[config.mk]
export PLATFORM = sky130hd
export DESIGN_NAME = weights_loader
export DESIGN_NICKNAME = d
export VERILOG_FILES = /design/src/rtl/weights_loader_pkg.sv /design/src/rtl/byte_packer.sv /design/src/rtl/weights_loader.sv
export SDC_FILE = /design/constraint.sdc
export NUM_CORES = 1
export LEC_CHECK = 0
export BUFFER_PORTS_ARGS = -buffer_cell sky130_fd_sc_hd__buf_2
export CAP_MARGIN = 20
export CORE_UTILIZATION = 55
export DETAILED_ROUTE_END_ITERATION = 10
export PLACE_DENSITY = 0.77
export SLEW_MARGIN = 40
export SYNTH_ARGS = -nofsm -noshare
export SYNTH_HDL_FRONTEND = slang
export SYNTH_SLANG_ARGS = --single-unit
[constraint.sdc]
create_clock -name clk_in -period 8.8 [get_ports clk_in]
set_input_delay 1.76 -clock clk_in [delete_from_list [all_inputs] [get_ports clk_in]]
set_output_delay 1.76 -clock clk_in [all_outputs]
set_load 0.1 [all_outputs]
[src/rtl/weights_loader_pkg.sv]
// Shared constants and FSM encoding for the weights fill path.
// The RAM weights array is sized from the same constants.
package weights_loader_pkg;
  localparam int WORD_W    = 21;
  localparam int ADDR_W    = 24;
  localparam int CNT_W     = 18;
  localparam int MAX_WORDS = 210852;

  typedef enum logic [1:0] {
    S_IDLE,
    S_COLLECT,
    S_FLUSH,
    S_DONE
  } state_t;
endpackage

[src/rtl/byte_packer.sv]
// Little-endian 3-byte assembler; word_valid pulses on the
// phase-2 accept with the full 24-bit word presented alongside.
module byte_packer (
  input  logic        clk_in,
  input  logic        rst_n,
  input  logic        clr,
  input  logic        accept,
  input  logic [7:0]  byte_in,
  output logic        word_valid,
  output logic [23:0] word
);
  logic [1:0]  phase_q;
  logic [15:0] asm_q;

  // top byte is forwarded live so the word is complete on the accept
  assign word_valid = accept && (phase_q == 2'd2);
  assign word       = {byte_in, asm_q};

  always_ff @(posedge clk_in or negedge rst_n) begin
    if (!rst_n) begin
      phase_q <= 2'd0;
      asm_q   <= '0;
    end else if (clr) begin
      phase_q <= 2'd0;
      asm_q   <= '0;
    end else if (accept) begin
      phase_q <= (phase_q == 2'd2) ? 2'd0 : phase_q + 2'd1;
      if (phase_q == 2'd0) asm_q[7:0]  <= byte_in;
      if (phase_q == 2'd1) asm_q[15:8] <= byte_in;
    end
  end
endmodule

[src/rtl/weights_loader.sv]
// Byte-stream to weights RAM fill stage: packs 3 bytes per word
// and drives the RAM weights write port.
module weights_loader #(
  parameter int WORD_W    = weights_loader_pkg::WORD_W,
  parameter int ADDR_W    = weights_loader_pkg::ADDR_W,
  parameter int CNT_W     = weights_loader_pkg::CNT_W,
  parameter int MAX_WORDS = weights_loader_pkg::MAX_WORDS
) (
  input  logic              clk_in,
  input  logic              rst_n,
  input  logic              start,
  input  logic [ADDR_W-1:0] base_addr,
  input  logic [CNT_W-1:0]  word_count,
  input  logic [7:0]        byte_in,
  input  logic              byte_valid,
  output logic              byte_ready,
  output logic              we_weights,
  output logic [ADDR_W-1:0] address_in_weights,
  output logic [WORD_W-1:0] data_in_weights,
  output logic              busy,
  output logic              done,
  output logic              err_sign,
  output logic              err_range
);
  import weights_loader_pkg::*;

  state_t            state_q, state_d;
  logic [ADDR_W-1:0] base_q;
  logic [CNT_W-1:0]  cnt_q, idx_q;
  logic              accept, word_valid, last_word;
  logic              range_bad, take_start, clr;
  logic [23:0]       word;

  // one extra bit so the bound check itself cannot wrap
  assign range_bad = ({1'b0, base_addr} + (ADDR_W+1)'(word_count))
                     > (ADDR_W+1)'(MAX_WORDS);
  assign take_start = (state_q == S_IDLE) && start;
  assign clr        = take_start && !range_bad && (word_count != '0);
  assign accept     = byte_valid && byte_ready;
  assign last_word  = (idx_q == cnt_q - 1'b1);

  byte_packer u_packer (
    .clk_in     (clk_in),
    .rst_n      (rst_n),
    .clr        (clr),
    .accept     (accept),
    .byte_in    (byte_in),
    .word_valid (word_valid),
    .word       (word)
  );

  always_ff @(posedge clk_in or negedge rst_n) begin
    if (!rst_n) state_q <= S_IDLE;
    else        state_q <= state_d;
  end

  always_comb begin
    state_d    = state_q;
    byte_ready = 1'b0;
    busy       = 1'b0;
    done       = 1'b0;
    unique case (state_q)
      S_IDLE: begin
        if (start && !range_bad)
          state_d = (word_count == '0) ? S_DONE : S_COLLECT;
      end
      S_COLLECT: begin
        byte_ready = 1'b1;
        busy       = 1'b1;
        if (word_valid && last_word) state_d = S_FLUSH;
      end
      S_FLUSH: begin
        busy    = 1'b1;
        state_d = S_DONE;
      end
      S_DONE: begin
        done    = 1'b1;
        state_d = S_IDLE;
      end
      default: state_d = S_IDLE;
    endcase
  end

  always_ff @(posedge clk_in or negedge rst_n) begin
    if (!rst_n) begin
      base_q             <= '0;
      cnt_q              <= '0;
      idx_q              <= '0;
      we_weights         <= 1'b0;
      address_in_weights <= '0;
      data_in_weights    <= '0;
      err_sign           <= 1'b0;
      err_range          <= 1'b0;
    end else begin
      we_weights <= word_valid;
      if (take_start) err_range <= range_bad;
      if (clr) begin
        base_q   <= base_addr;
        cnt_q    <= word_count;
        idx_q    <= '0;
        err_sign <= 1'b0;
      end
      if (word_valid) begin
        address_in_weights <= base_q + ADDR_W'(idx_q);
        data_in_weights    <= word[WORD_W-1:0];
        idx_q              <= idx_q + 1'b1;
        // upper byte bits must be a sign extension of the weight
        if (word[23:WORD_W] != {(24-WORD_W){word[WORD_W-1]}})
          err_sign <= 1'b1;
      end
    end
  end
endmodule

# Word-level counts from Yosys, hierarchy flattened
# Cells that the tools add are included.
word_totals:
  reg_bits: 128
  in_bits: 54
  output_inout_bits: 51
  elab_cells: 66
op_classes:
  add_sub_neg: 5
  n_lt_le_gt_ge: 1
  n_eq_ne: 9
  muxes: 19
  reduce_logical: 20
ops:
  columns: ["op", "count"]
  rows:
  - ["2-to-1 mux 18 bit", 2]
  - ["2-to-1 mux 16 bit", 2]
  - ["adder 24 x 18 -> 25 bit", 1]
  - ["greater-than comparator 25 x 18 -> 1 bit, second input constant", 1]
  - ["adder 24 x 18 -> 24 bit", 1]
  - ["adder 18 x 1 -> 18 bit, second input constant", 1]
  - ["equality test 18 bit", 1]
  - ["zero test 18 bit", 1]
  - ["nonzero test 18 bit", 1]
  - ["subtractor 18 x 1 -> 18 bit, second input constant", 1]
  - ["2-to-1 mux 8 bit", 2]
  - ["2-to-1 mux 2 bit", 6]
  - ["one-hot mux 2 bit (4 select lines)", 1]
  - ["nonzero test 2 bit", 4]
  - ["logical AND 1 bit", 7]
  - ["equality test 2 bit, second input constant", 3]
  - ["2-to-1 mux 1 bit", 6]
  - ["AND reduction 2 bit", 3]
  - ["equality test 2 x 1 -> 1 bit, second input constant", 2]
  - ["zero test 2 bit", 2]
  - ["!= test 3 bit", 1]
  - ["adder 2 x 1 -> 2 bit, second input constant", 1]
  - ["!= test 2 x 1 -> 1 bit, second input constant", 1]
  - ["!= test 2 bit, second input constant", 1]
  - ["other kinds (2)", 2]

# Logic depth before layout (Yosys ltp)
# Gate-level depths: netlist of run 1.
depth:
  word_depth: 8
  ltp_mapped: 15
  mapped_depth_nobuf: 14

# Hierarchy
# From an unflattened synthesis of run 1, not the netlist that was laid out.
hier_totals:
  hier_cells: 804
  area_unflattened_um2: 8134.1
modules_own_cells:
  columns: ["module", "instances", "cells_each", "area_per_inst_um2", "seq_area_each_um2"]
  rows:
  - ["weights_loader", 1, 725, 7228.2, 2752.6]
  - ["byte_packer", 1, 79, 905.9, 450.4]

# Worst setup path after synthesis of run 1
# No wires, ideal clock.
synth_path:
  kind: "in2reg"
  start: "input base_addr[0]"
  end: "register base_q[0]"
  setup_time_ns: 0.128
  arrival_ns: 5.190
  required_time_ns: 8.672
  slack_ns: 3.482
  stages: 13
  n_path_buf: 1
  cell_sequence: "ha_1 fa_1 a211oi_1 o21ai_1 a41oi_1 a211oi_1 or3_1 a211o_1 a32oi_1 o211ai_1 nor2_1 buf_2 mux2_1"
synth_between:
  elab_chain_len: 5
synth_lines:
  columns: ["item", "line", "rtl"]
  rows:
  - ["start: declaration", "weights_loader.sv:12", "input logic [ADDR_W-1:0] base_addr,"]
  - ["adder 24 x 18 -> 25 bit", "weights_loader.sv:35", "assign range_bad = ({1'b0, base_addr} + (ADDR_W+1)'(word_count))"]
  - ["greater-than comparator 25 x 18 -> 1 bit", "weights_loader.sv:36", "> (ADDR_W+1)'(MAX_WORDS);"]
  - ["zero test 1 bit", "weights_loader.sv:38", "assign clr = take_start && !range_bad && (word_count != '0);"]
  - ["logical AND 1 bit (2 in series)", "weights_loader.sv:38", null]
  - ["end signal: assignment", "weights_loader.sv:98", "base_q <= base_addr;"]
  - ["end: declaration", "weights_loader.sv:28", "logic [ADDR_W-1:0] base_q;"]
# Several ways; a longest one is shown, not always the timed one.
# A chain may end at the register's enable or synchronous reset.

# Worst setup path after layout of run 1
layout_path:
  start: "input word_count[0]"
  end: "register base_q[15]"
layout_between:
  elab_chain_len: 5
  elab_cells_between_ends: 6
  classes_between: "1 x add/sub; 1 x order compare; 4 x reduce/logical"
layout_lines:
  columns: ["item", "line", "rtl"]
  rows:
  - ["start: declaration", "weights_loader.sv:13", "input logic [CNT_W-1:0] word_count,"]
  - ["adder 24 x 18 -> 25 bit", "weights_loader.sv:35", null]
  - ["greater-than comparator 25 x 18 -> 1 bit", "weights_loader.sv:36", null]
  - ["zero test 1 bit", "weights_loader.sv:38", null]
  - ["logical AND 1 bit", "weights_loader.sv:38", null]
  - ["logical AND 1 bit *", "weights_loader.sv:38", null]
# Every way passes the cells marked *; elsewhere a longest branch is shown, timed or not.

==> results.md, run 1 <==
* DP HPWL at 13600 um
* ANT cells at 0
* Initial Util at between 50 and 60%
* Flop-to-flop setup slack at between 5 and 6 ns
* CTS Hold Bufs at 0
* Area leader, netlist: dfrtp_1
* Hold Crit Class: reg -> reg
* Synth Area in Adders at 7.42%
* CTS tree: done
* Core Util, Final at between 60% and 70%
* Clock skew at 0.00908 ns
* CP endpoint kind: flop
* Total number of vias at 6654
* Switching pwr at just under 1 mW
* Die height at roughly 120 um
* Setup repair bufs after CTS at 0
* Fill count at about 1200
* Number of I/O pins at 105
* #FFs+latches synth at roughly 130
* Grt met2 use at between 40% and 50%
* Total die area at 14700 um2
* Pint at around 1.3 mW
* Xor/xnor share of the synthesized area at 5.73%
* Die width at ~120 um
* Antenna-violating nets left at 0
* Compound-Gate Fraction of Synth Area at ~18%
* Synth unique cells at 64
* Final worst slack at 3.06 ns
* TritonRoute pass-1 iters at 10
* Vias per cell at roughly 5.8
* Top-area cell type share of the netlist area at between 40 and 50%
* Antenna violations before repair at 0
* Comb power frac at approximately a third
* Post-layout nets at 1048
* Slew Viols, Final at 0
* GRT met1 Usage at 36.0%
* Count leader, synth: nand2_1
* Gpl congestion at roughly 0.92
* CP Class: in -> reg
* Core area at 13800 um2
* Net Sw Frac at roughly 42%
* Share of layout cells above drive strength 1 at about 17%
* Worst skew pair latency at around 0.43 ns
* Lkg Pwr at 4.57 nW
* Setup slack at placement at 2.63 ns
* Clock Power Share at between 30% and 40%
* Wirelength per Cell at ~16 um
* # H-tree levels at 4
* Most Crowded Layer GR: met2
* Final min period at roughly 5.7 ns
* Worst Hold Slack at ~0.46 ns
* Final worst-path cycle share at 65.2%
* Register area share after synthesis at roughly two fifths
* Highest clock rate at approximately 170 MHz
* Total CTS buffers at 17
* Final Hold Vio Count at 0
* RSZ-0062 raised after global routing: no
* Most common library cells after synthesis: nand2_1 (137), dfrtp_1 (128), a21oi_1 (71)
* Post-Syn Instances at between 800 and 900
* First-pass GRT wire length at around 30000 um
* Outcome: finished with violations
* IO Port Bufs at approximately 100
* Clk buf depth at 2
* Worst Setup SP: word_count[0]
* Seq pwr share at 33.3%
* Avg Inst Size Synth at roughly 9.2 um2
* RR Startpoint: cnt_q[2]
* Synth area leaders: dfrtp_1 (41%), ha_1 (6.9%), nand2_1 (6.6%), mux2_1 (5.3%), a21oi_1 (4.6%)
* Largest net degree at the start of global routing at 87
* GRT met3 Usage at under 10%
* FF/Latch Area at 3200 um2
* Maxcap violations at 0
* CTS clk-pin slew, worst paths at approximately 0.060 ns
* Detailed Route Iter0 Violations at 490
* Slew @ Worst Pin at approximately 0.76 ns
* Hold Startpoint: u_packer.asm_q[10]
* Failing checks: design-rule violations
* Critical path startpoint category: primary input
* # resized after CTS at 0
* Rel. slew slack at 48.1%
* Max FO, Critical Path at 22
* Drt total wl at 18600 um
* Post-synthesis mux area share at 7.30%
* Power density over the cells at about 250 nW/um2
* Largest family of logic cells by synthesized area: simple AND/OR/NAND/NOR gates
* GRT Total Usage at approximately a quarter
* Num rows at 43
* Clk sinks at approximately 130
* Post-synth EDFFs at 0
* Worst Path Required at 9.10 ns
* Warnings from Yosys at 0
* Asr flop ratio synth at 100%
* Worst VDD drop at approximately 0.15 mV
* Total grt overflow at 0
* Placed cell area at ~8500 um2
* Multi-input gate area at around 4400 um2
* DRC at 2
* Post-route cell area at just over 9000 um2
* Non-Filler Instances at 1142
* CTS root buf: clkbuf_16
* Vias in the first global route at ~6300
* Power Total at ~2.3 mW
* Count of final setup violators at 0
* Post-Syn Area at 7790 um2
* Area Growth Syn to Fin at 17.0%
* TNS Setup at 0 ns
* Placed cell count at between 1000 and 1500
* Synth Area in Simple Gates at a little under a fifth
* Arrival @ worst endpoint at 6.04 ns
* Ys flop type: dfrtp_1
* Syn_nets at between 900 and 1000
## cell families (layout without fill, tap and decap cells)
group           after synthesis  after routing
compound gates              222            222
xor+xnor                     51             51
fa+ha+maj                    45             45
buf+inv                      52            165
flops                       128            128
mux                          52             52
simple gates                299            299
## critical path: stages
cell and delay, ns:
buf_2 0.13, ha_1 0.22, fa_1 0.42, a211oi_1 0.43, o21ai_1 0.15, a41oi_1 0.39
a211oi_1 0.17, or3_1 0.38, a21boi_0 0.16, o21ai_0 0.10, a32oi_1 0.21, o211ai_1 0.25
nor2_4 0.49, buf_4 0.39, mux2_1 0.36
## final cells by class
class | instances | share of cell area [%]
multi-input cells | 669 | 48.1
flip-flops and latches | 128 | 35.1
repair buffers | 112 | 6.66
clock buffers | 19 | 4.97
well taps | 180 | 2.47
clock inverters | 13 | 1.77
inverters | 21 | 0.865
## worst paths after layout
| path | to | cells past startpoint |
|---|---|---|
| min | data_in_weights[10] | 2 |
| min in group asynchronous | address_in_weights[15] | 1 |
| max | base_q[15] | 15 |
| max in group asynchronous | data_in_weights[13] | 2 |
| min reg2reg | data_in_weights[10] | 2 |
| max reg2reg | state_q[0] | 10 |
## power groups by stage
stage / Sequential [mW] / Combinational (mW) / Clock, mW
final: 0.766 / 0.811 / 0.724
after detailed placement: 0.775 / 0.806 / 0
after global routing: 0.778 / 0.870 / 0.758
after floorplan: 1.17 / 0.251 / 0
after global placement: 0.771 / 0.800 / 0
after CTS: 0.765 / 0.808 / 0.732
## flip-flops by register name, indices dropped and copies added, names as in the netlist
name	flops
u_packer.phase_q	2
base_q	24
data_in_weights	21
err_sign	1
u_packer.asm_q	16
cnt_q	18
idx_q	18
we_weights	1
err_range	1
address_in_weights	24
state_q	2
## cells in the final DEF, fill, tap and decap left out, types with 6 or more instances in the layout
cell       netlist  final
a31oi_1         16     16
or2_2            6      6
o21ai_1         10     10
clkbuf_16        0     17
mux2_1          37     37
o21bai_1         7      7
inv_1           21     21
nand3_1         24     24
o21ai_0         45     45
a21o_1          12     12
o21a_1          14     14
a21oi_1         71     71
buf_2            5    103
dfrtp_1        128    128
and3_1          13     13
nor4_1          10     10
a211oi_1        11     11
ha_1            43     43
nand2_1        137    137
buf_4            0      6
or3_1            6      6
xnor2_1         24     24
nor3_1          13     13
xor2_1          27     27
nor2_1          45     44
nor2b_1         12     12
mux2i_1         13     13
## metal layers
metal	part of all wire, %	vias to the layer above
met3	4.6	25
met2	47	179
met4	1.3	0
li1	-	3257
met1	47	3193
met5	0	-
(Power assumes the default switching activity.)
==> run 2: changes to the inputs <==
--- a/config.mk
+++ b/config.mk
@@ -5,11 +5,12 @@
 export SDC_FILE = /design/constraint.sdc
 export NUM_CORES = 1
 export LEC_CHECK = 0
+export ABC_AREA = 1
 export BUFFER_PORTS_ARGS = -buffer_cell sky130_fd_sc_hd__buf_2
 export CAP_MARGIN = 20
 export CORE_UTILIZATION = 55
 export DETAILED_ROUTE_END_ITERATION = 10
-export PLACE_DENSITY = 0.77
+export PLACE_DENSITY = 0.76
 export SLEW_MARGIN = 40
 export SYNTH_ARGS = -nofsm -noshare
 export SYNTH_HDL_FRONTEND = slang
==> constraint.sdc (replaced) <==
create_clock -name clk_in -period 5.9 [get_ports clk_in]
set_input_delay 1.18 -clock clk_in [delete_from_list [all_inputs] [get_ports clk_in]]
set_output_delay 1.18 -clock clk_in [all_outputs]
set_load 0.1 [all_outputs]
==> run 2 against run 1 <==
Effect of this change:
- synthesized cell count rose by 34%
- flip-flop and latch count did not move
- critical endpoint is now u_packer.asm_q[5]
- via count rose by 15%
- clock power rose by 41%
- the flow still finishes with violations (design-rule violations)
==> results.md, run 2 <==
* Register area share after synthesis at between 30% and 40%
* Post-Syn Instances at ~1100
* R2R Path End: address_in_weights[16]
* Worst Reg2Reg Path Length in Cells at 17
* Warnings from Yosys at 0
* Worst VDD drop at about 0.33 mV
* Die width at ~120 um
* Post-layout nets at between 1000 and 1500
* Synth unique cells at 43
* Vias per cell at approximately 5.3
* Worst Path Required at roughly 6.3 ns
* #FFs+latches synth at around 130
* Gpl congestion at roughly 0.92
* Asr flop ratio synth at between 90% and 100%
* Worst skew pair latency at 0.42 ns
* Rel. slew slack at around 50%
* Total grt overflow at 0
* Drt total wl at 19100 um
* Avg Inst Size Synth at 7.30 um2
* Final min period at roughly 3.8 ns
* Power Total at about 4.2 mW
* Synth Area in Simple Gates at roughly 31%
* CTS root buf: clkbuf_16
* Initial Util at around 57%
* Area leader, netlist: dfrtp_1
* Ys flop type: dfrtp_1
* Non-Filler Instances at 1432
* Arrival @ worst endpoint at between 4 and 5 ns
* Placed cell count at 1400
* Largest registers: address_in_weights (24), base_q (24), data_in_weights (21)
* GRT Total Usage at approximately a quarter
* Final worst-path cycle share at between 60% and 70%
* Wirelength per Cell at about 13 um
* RR Startpoint: idx_q[0]
* Most frequent cells in the layout: nand2_1 (353), inv_1 (133), dfrtp_1 (128), nand3_1 (104), buf_2 (103)
* Commonest non-fill, non-tap cell in the layout: nand2_1
* Most common library cells after synthesis: nand2_1 (353), inv_1 (133), dfrtp_1 (128)
* Post-synth EDFFs at 0
* Fill count at around 1300
* Final Hold Vio Count at 0
* Syn_nets at ~1200
* Compound-Gate Fraction of Synth Area at around a tenth
* Critical Path End: u_packer.asm_q[5]
* Share of layout cells above drive strength 1 at 13.7%
* Vias in the first global route at 7047
* Flop-to-flop setup slack at 3.12 ns
* Top-area cell type share of the netlist area at about two fifths
* # resized after CTS at 0
* Total die area at around 16000 um2
* Highest clock rate at roughly 270 MHz
* RSZ-0062 raised after global routing: no
* Slew Viols, Final at 0
* Synth area leaders: dfrtp_1 (39%), nand2_1 (16%), ha_1 (6.5%), nand3_1 (6.3%), inv_1 (6.0%)
* Post-route cell area at approximately 9500 um2
* Worst Setup SP: base_addr[0]
* Hold Crit Class: reg -> reg
* Power density over the cells at approximately 450 nW/um2
* Max FO, Critical Path at around 130
* Delay of the slowest critical-path stage at 0.62 ns
* Xor/xnor share of the synthesized area at about 5.1%
* Count leader, synth: nand2_1
* Critical path startpoint category: primary input
* Setup slack at placement at ~1.7 ns
* Maxcap violations at 0
* WP depth at 21
* # H-tree levels at 4
* CTS clk-pin slew, worst paths at roughly 0.060 ns
* Clock skew at slightly below 0.009 ns
* Count of final setup violators at 0
* Slew @ Worst Pin at between 0.7 and 0.8 ns
* Num rows at 44
* Largest family of logic cells by synthesized area: simple AND/OR/NAND/NOR gates
* Detailed Route Iter0 Violations at between 500 and 600
* Clk sinks at ~130
* Post-Syn Area at 8320 um2
* Outcome: finished with violations
* Core area at 14600 um2
* Placed cell area at a little under 9000 um2
* CP Class: in -> reg
* DP HPWL at between 10000 and 15000 um
* TritonRoute pass-1 iters at 8
* CTS Hold Bufs at 0
* CP endpoint kind: flop
* TNS Setup at 0 ns
* Post-synthesis mux area share at 0%
* ANT cells at 0
* Crit-path leading delay family: simple AND/OR/NAND/NOR gates
* Total number of vias at between 7000 and 8000
* Lkg Pwr at ~5 nW
* First-pass GRT wire length at about 33000 um
* Most used cell, CP: nand2_1
* Total CTS buffers at 17
* Number of I/O pins at roughly 110
* Synth Area in Adders at under 10%
* Crit-path slowest cell: clkbuf_8
* Area Growth Syn to Fin at 14.4%
* DRC at 16
* Setup repair bufs after CTS at 0
* Largest net degree at the start of global routing at 133
* Final worst slack at 2.15 ns
* WP buf/inv at 2
* CTS tree: done
* Antenna violations before repair at 0
* Failing checks: design-rule violations
* IO Port Bufs at about 100
* Die height at approximately 120 um
* Antenna-violating nets left at 0
* CP Cell Sequence: buf_2 -> ha_1 -> fa_1 -> nand2_1 -> nand2_1 -> nand3_1 -> nand2_1 -> nand2_1 -> nand2_1 -> nor2_1 -> nand2_1 -> nor2_1 -> nand2_1 -> nand2_1 -> nand2_1 -> nand2_1 -> nand2_2 -> nand4_4 -> clkbuf_8 -> nand3_1 -> nand2_1
* Clk buf depth at 2
## run 2: cell count changes after synthesis, moves of 12 or more
| cell | before | now |
|---|---|---|
| inv_1 | 21 | 133 |
| a21o_1 | 12 | 0 |
| o21a_1 | 14 | 1 |
| mux2i_1 | 13 | 0 |
| mux2_1 | 37 | 0 |
| nor2b_1 | 12 | 0 |
| nand2_1 | 137 | 353 |
| o21ai_0 | 45 | 61 |
| a21oi_1 | 71 | 43 |
| nor2_1 | 45 | 73 |
| nand4_1 | 4 | 20 |
| nand3_1 | 24 | 104 |
## run 2: power breakdown
group,internal (mW),switching (mW)
combinational,0.444,1.49
sequential,1.11,0.169
clock,0.633,0.383
total,2.19,2.05
## run 2: area by class of cell
| type | count | area [um2] | area share (%) |
|---|---|---|---|
| clock buffers | 20 | 447 | 4.69 |
| clock inverters | 12 | 138 | 1.45 |
| inverters | 137 | 514 | 5.41 |
| multi-input cells | 843 | 4420 | 46.4 |
| flip-flops and latches | 128 | 3200 | 33.7 |
| well taps | 184 | 230 | 2.42 |
| repair buffers | 108 | 566 | 5.94 |
## run 2: metal layers
| metal | up-vias | share of wire [%] | global-route usage, % |
|---|---|---|---|
| met3 | 35 | 5.1 | 4.41 |
| met5 | - | 0 | 0 |
| met2 | 205 | 45 | 40.7 |
| met1 | 3486 | 48 | 36.3 |
| li1 | 3899 | - | - |
| met4 | 0 | 2.7 | 11.3 |
## run 2: worst reg2reg max path, cell delays in order (launching register included)
cell	delay (ns)
dfrtp_1	0.43
ha_1	0.22
inv_1	0.06
fa_1	0.40
nand3b_1	0.17
nand2_1	0.09
nand2_1	0.07
nand2_1	0.06
a21oi_1	0.10
o21ai_0	0.29
a21oi_1	0.15
o21ai_0	0.27
nand2_1	0.08
inv_1	0.08
nor2_1	0.04
nand2_1	0.06
nand3_1	0.07
nand2_1	0.07
## run 2: how the worst min path moves through the flow
stage | startpoint | to | slack, ns | cells past startpoint
floorplan | base_q[21] | base_q[21] | 0.45 | 2
global placement | data_in_weights[19] | data_in_weights[19] | 0.45 | 2
detailed placement | data_in_weights[19] | data_in_weights[19] | 0.45 | 2
CTS | data_in_weights[19] | data_in_weights[19] | 0.47 | 2
global route | data_in_weights[16] | data_in_weights[16] | 0.49 | 2
finish | data_in_weights[19] | data_in_weights[19] | 0.47 | 2
## run 2: stage by stage
step | util [%] | hold slack (ns)
global route | 65.0 | 0.495
floorplan | - | 0.450
detailed placement | 60.9 | 0.455
global placement | 60.8 | 0.449
finish | 65.0 | 0.467
CTS | 64.9 | 0.469
## run 2: cells by family (layout without fill, tap and decap cells)
group | Yosys count | after routing
compound gates | 148 | 148
simple gates | 602 | 602
fa+ha+maj | 45 | 45
xor+xnor | 48 | 48
flops | 128 | 128
buf+inv | 168 | 277
==> run 3: changes to the inputs <==
--- a/config.mk
+++ b/config.mk
@@ -8,9 +8,9 @@
 export ABC_AREA = 1
 export BUFFER_PORTS_ARGS = -buffer_cell sky130_fd_sc_hd__buf_2
 export CAP_MARGIN = 20
-export CORE_UTILIZATION = 55
+export CORE_UTILIZATION = 53
 export DETAILED_ROUTE_END_ITERATION = 10
-export PLACE_DENSITY = 0.76
+export PLACE_DENSITY = 0.77
 export SLEW_MARGIN = 40
 export SYNTH_ARGS = -nofsm -noshare
 export SYNTH_HDL_FRONTEND = slang
==> constraint.sdc (replaced) <==
create_clock -name clk_in -period 3.1 [get_ports clk_in]
set_input_delay 0.62 -clock clk_in [delete_from_list [all_inputs] [get_ports clk_in]]
set_output_delay 0.62 -clock clk_in [all_outputs]
set_load 0.1 [all_outputs]
==> run 3 against run 2 <==
Effect of this change:
- the flow now finishes without violations
- non-clock buffer count rose by 12
- clock skew rose by 0.0028 ns
- sequential share of layout area fell by 0.55 points
- total power rose by 93%
- first-iteration DRC count fell by 19%
- flip-flop and latch count did not move
- worst hold slack got worse by 0.38 ns
- critical endpoint is now cnt_q[6]
- largest cell class unchanged
- highest routed layer unchanged
==> results.md, run 3 (synthesis results as in run 2) <==
* Outcome: finished clean
* Power density over the cells at between 800 and 900 nW/um2
* Gpl congestion at 0.894
* Die width at approximately 130 um
* Largest registers: address_in_weights (24), base_q (24), data_in_weights (21)
* Total grt overflow at 0
* Antenna-violating nets left at 0
* Clock skew at ~0.012 ns
* First-pass GRT wire length at 32500 um
* Post-layout nets at around 1300
* Number of I/O pins at about 110
* Maxcap violations at 0
* DRC at 0
* Final worst-path cycle share at around nine tenths
* Lkg Pwr at roughly 5.2 nW
* Vias per cell at around 5.2
* ANT cells at 0
* DP HPWL at 14700 um
* Post-route cell area at around 9700 um2
* Wirelength per Cell at about 13 um
* CTS clk-pin slew, worst paths at ~0.06 ns
* # H-tree levels at 4
* Worst VDD drop at between 0.5 and 0.6 mV
* GRT Total Usage at 25.3%
* Power Total at a little over 8 mW
* Flop-to-flop setup slack at around 0.38 ns
* Max FO, Critical Path at 67
* Die height at 127 um
* Slew @ Worst Pin at roughly 0.76 ns
* Non-Filler Instances at between 1000 and 1500
* TritonRoute pass-1 iters at 5
* Largest net degree at the start of global routing at a little under 80
* Critical path startpoint category: primary input
* Clk buf depth at 2
* Fill count at approximately 1300
* Total die area at roughly 16000 um2
* Worst Hold Slack at between 0.08 and 0.09 ns
* Worst skew pair latency at 0.42 ns
* Total number of vias at a little under 8000
* Detailed Route Iter0 Violations at 461
* Drt total wl at between 15000 and 20000 um
* CP endpoint kind: flop
* Share of layout cells above drive strength 1 at ~15%
* Final min period at between 2 and 3 ns
* Antenna violations before repair at 0
* Commonest non-fill, non-tap cell in the layout: nand2_1
* Worst Path Required at about 3.4 ns
* Total CTS buffers at 17
* CTS Hold Bufs at 0
* Initial Util at roughly 54%
* Placed cell area at roughly 9000 um2
* Core Util, Final at a little under two thirds
* Vias in the first global route at 6993
* # resized after CTS at 0
* Num rows at between 40 and 50
* Slew Viols, Final at 0
* Setup slack at placement at -0.0187 ns
* CTS root buf: clkbuf_16
* CTS tree: done
* Clk sinks at roughly 130
* Most frequent cells in the layout: nand2_1 (353), inv_1 (133), dfrtp_1 (128), nand3_1 (104), buf_2 (103)
* TNS Setup at 0 ns
* Count of final setup violators at 0
* Final worst slack at 0.328 ns
* Hold Crit Class: in -> async
* Area Growth Syn to Fin at 16.3%
* Core area at around 15000 um2
* Highest clock rate at around 360 MHz
* Setup repair bufs after CTS at 0
* CP Class: in -> reg
* IO Port Bufs at around 100
* Arrival @ worst endpoint at about 3.1 ns
* Final Hold Vio Count at 0
* Rel. slew slack at between 40% and 50%
* Placed cell count at 1438
* RSZ-0062 raised after global routing: no
-- run 3: changes by cell type in the layout (fill, tap and decap cells not counted), moves of 2 or more --
cell	before	now
inv_8	0	3
buf_4	3	14
clkbuf_1	2	0
nor3_1	15	17
nor3_2	3	1
clkbuf_8	3	0
inv_6	0	3
clkinvlp_4	5	3
buf_12	0	3
-- run 3: routing by layer --
layer  wire, um  vias to the layer above  track usage (%)
li1           -                     3941                -
met1       9250                     3498             34.9
met2       8990                      214             40.8
met3        950                       30             3.31
met4        454                        0             9.59
met5          0                        -                0
-- run 3: power by group --
part           internal, mW  switching [mW]
sequential             2.11           0.319
clock                  1.21           0.804
combinational         0.861            2.85
total                  4.18            3.98
-- run 3: worst paths after layout --
path	startpoint	cells after the start	end
worst max-delay path	word_count[0]	20	cnt_q[6]
worst min-delay path	rst_n	1	address_in_weights[23]
worst max register to register	idx_q[0]	16	address_in_weights[16]
worst min register to register	data_in_weights[12]	2	data_in_weights[12]
max in group asynchronous	rst_n	3	base_q[14]
min in group clk_in	byte_in[0]	3	data_in_weights[16]
-- run 3: layout make-up --
class,count,area (um2),area share (%)
multi-input combinational,843,4410,45.6
sequential,128,3200,33.1
timing repair buffer,120,681,7.04
inverter,137,514,5.32
clock buffer,17,425,4.40
tap,211,264,2.73
clock inverter,15,178,1.84
-- run 3: worst max-delay path: stages --
cell	delay (ns)
buf_2	0.12
ha_1	0.21
fa_1	0.42
nand2_1	0.09
nand2_1	0.13
nand2_1	0.09
nand2_1	0.05
nand2_1	0.08
nand3_1	0.08
a21boi_0	0.21
nor2_1	0.08
nand2_1	0.07
nand2_1	0.04
nand2_1	0.07
nand2_1	0.06
nand2_2	0.09
nand4_4	0.12
buf_12	0.22
nand2_1	0.09
o21ai_0	0.10
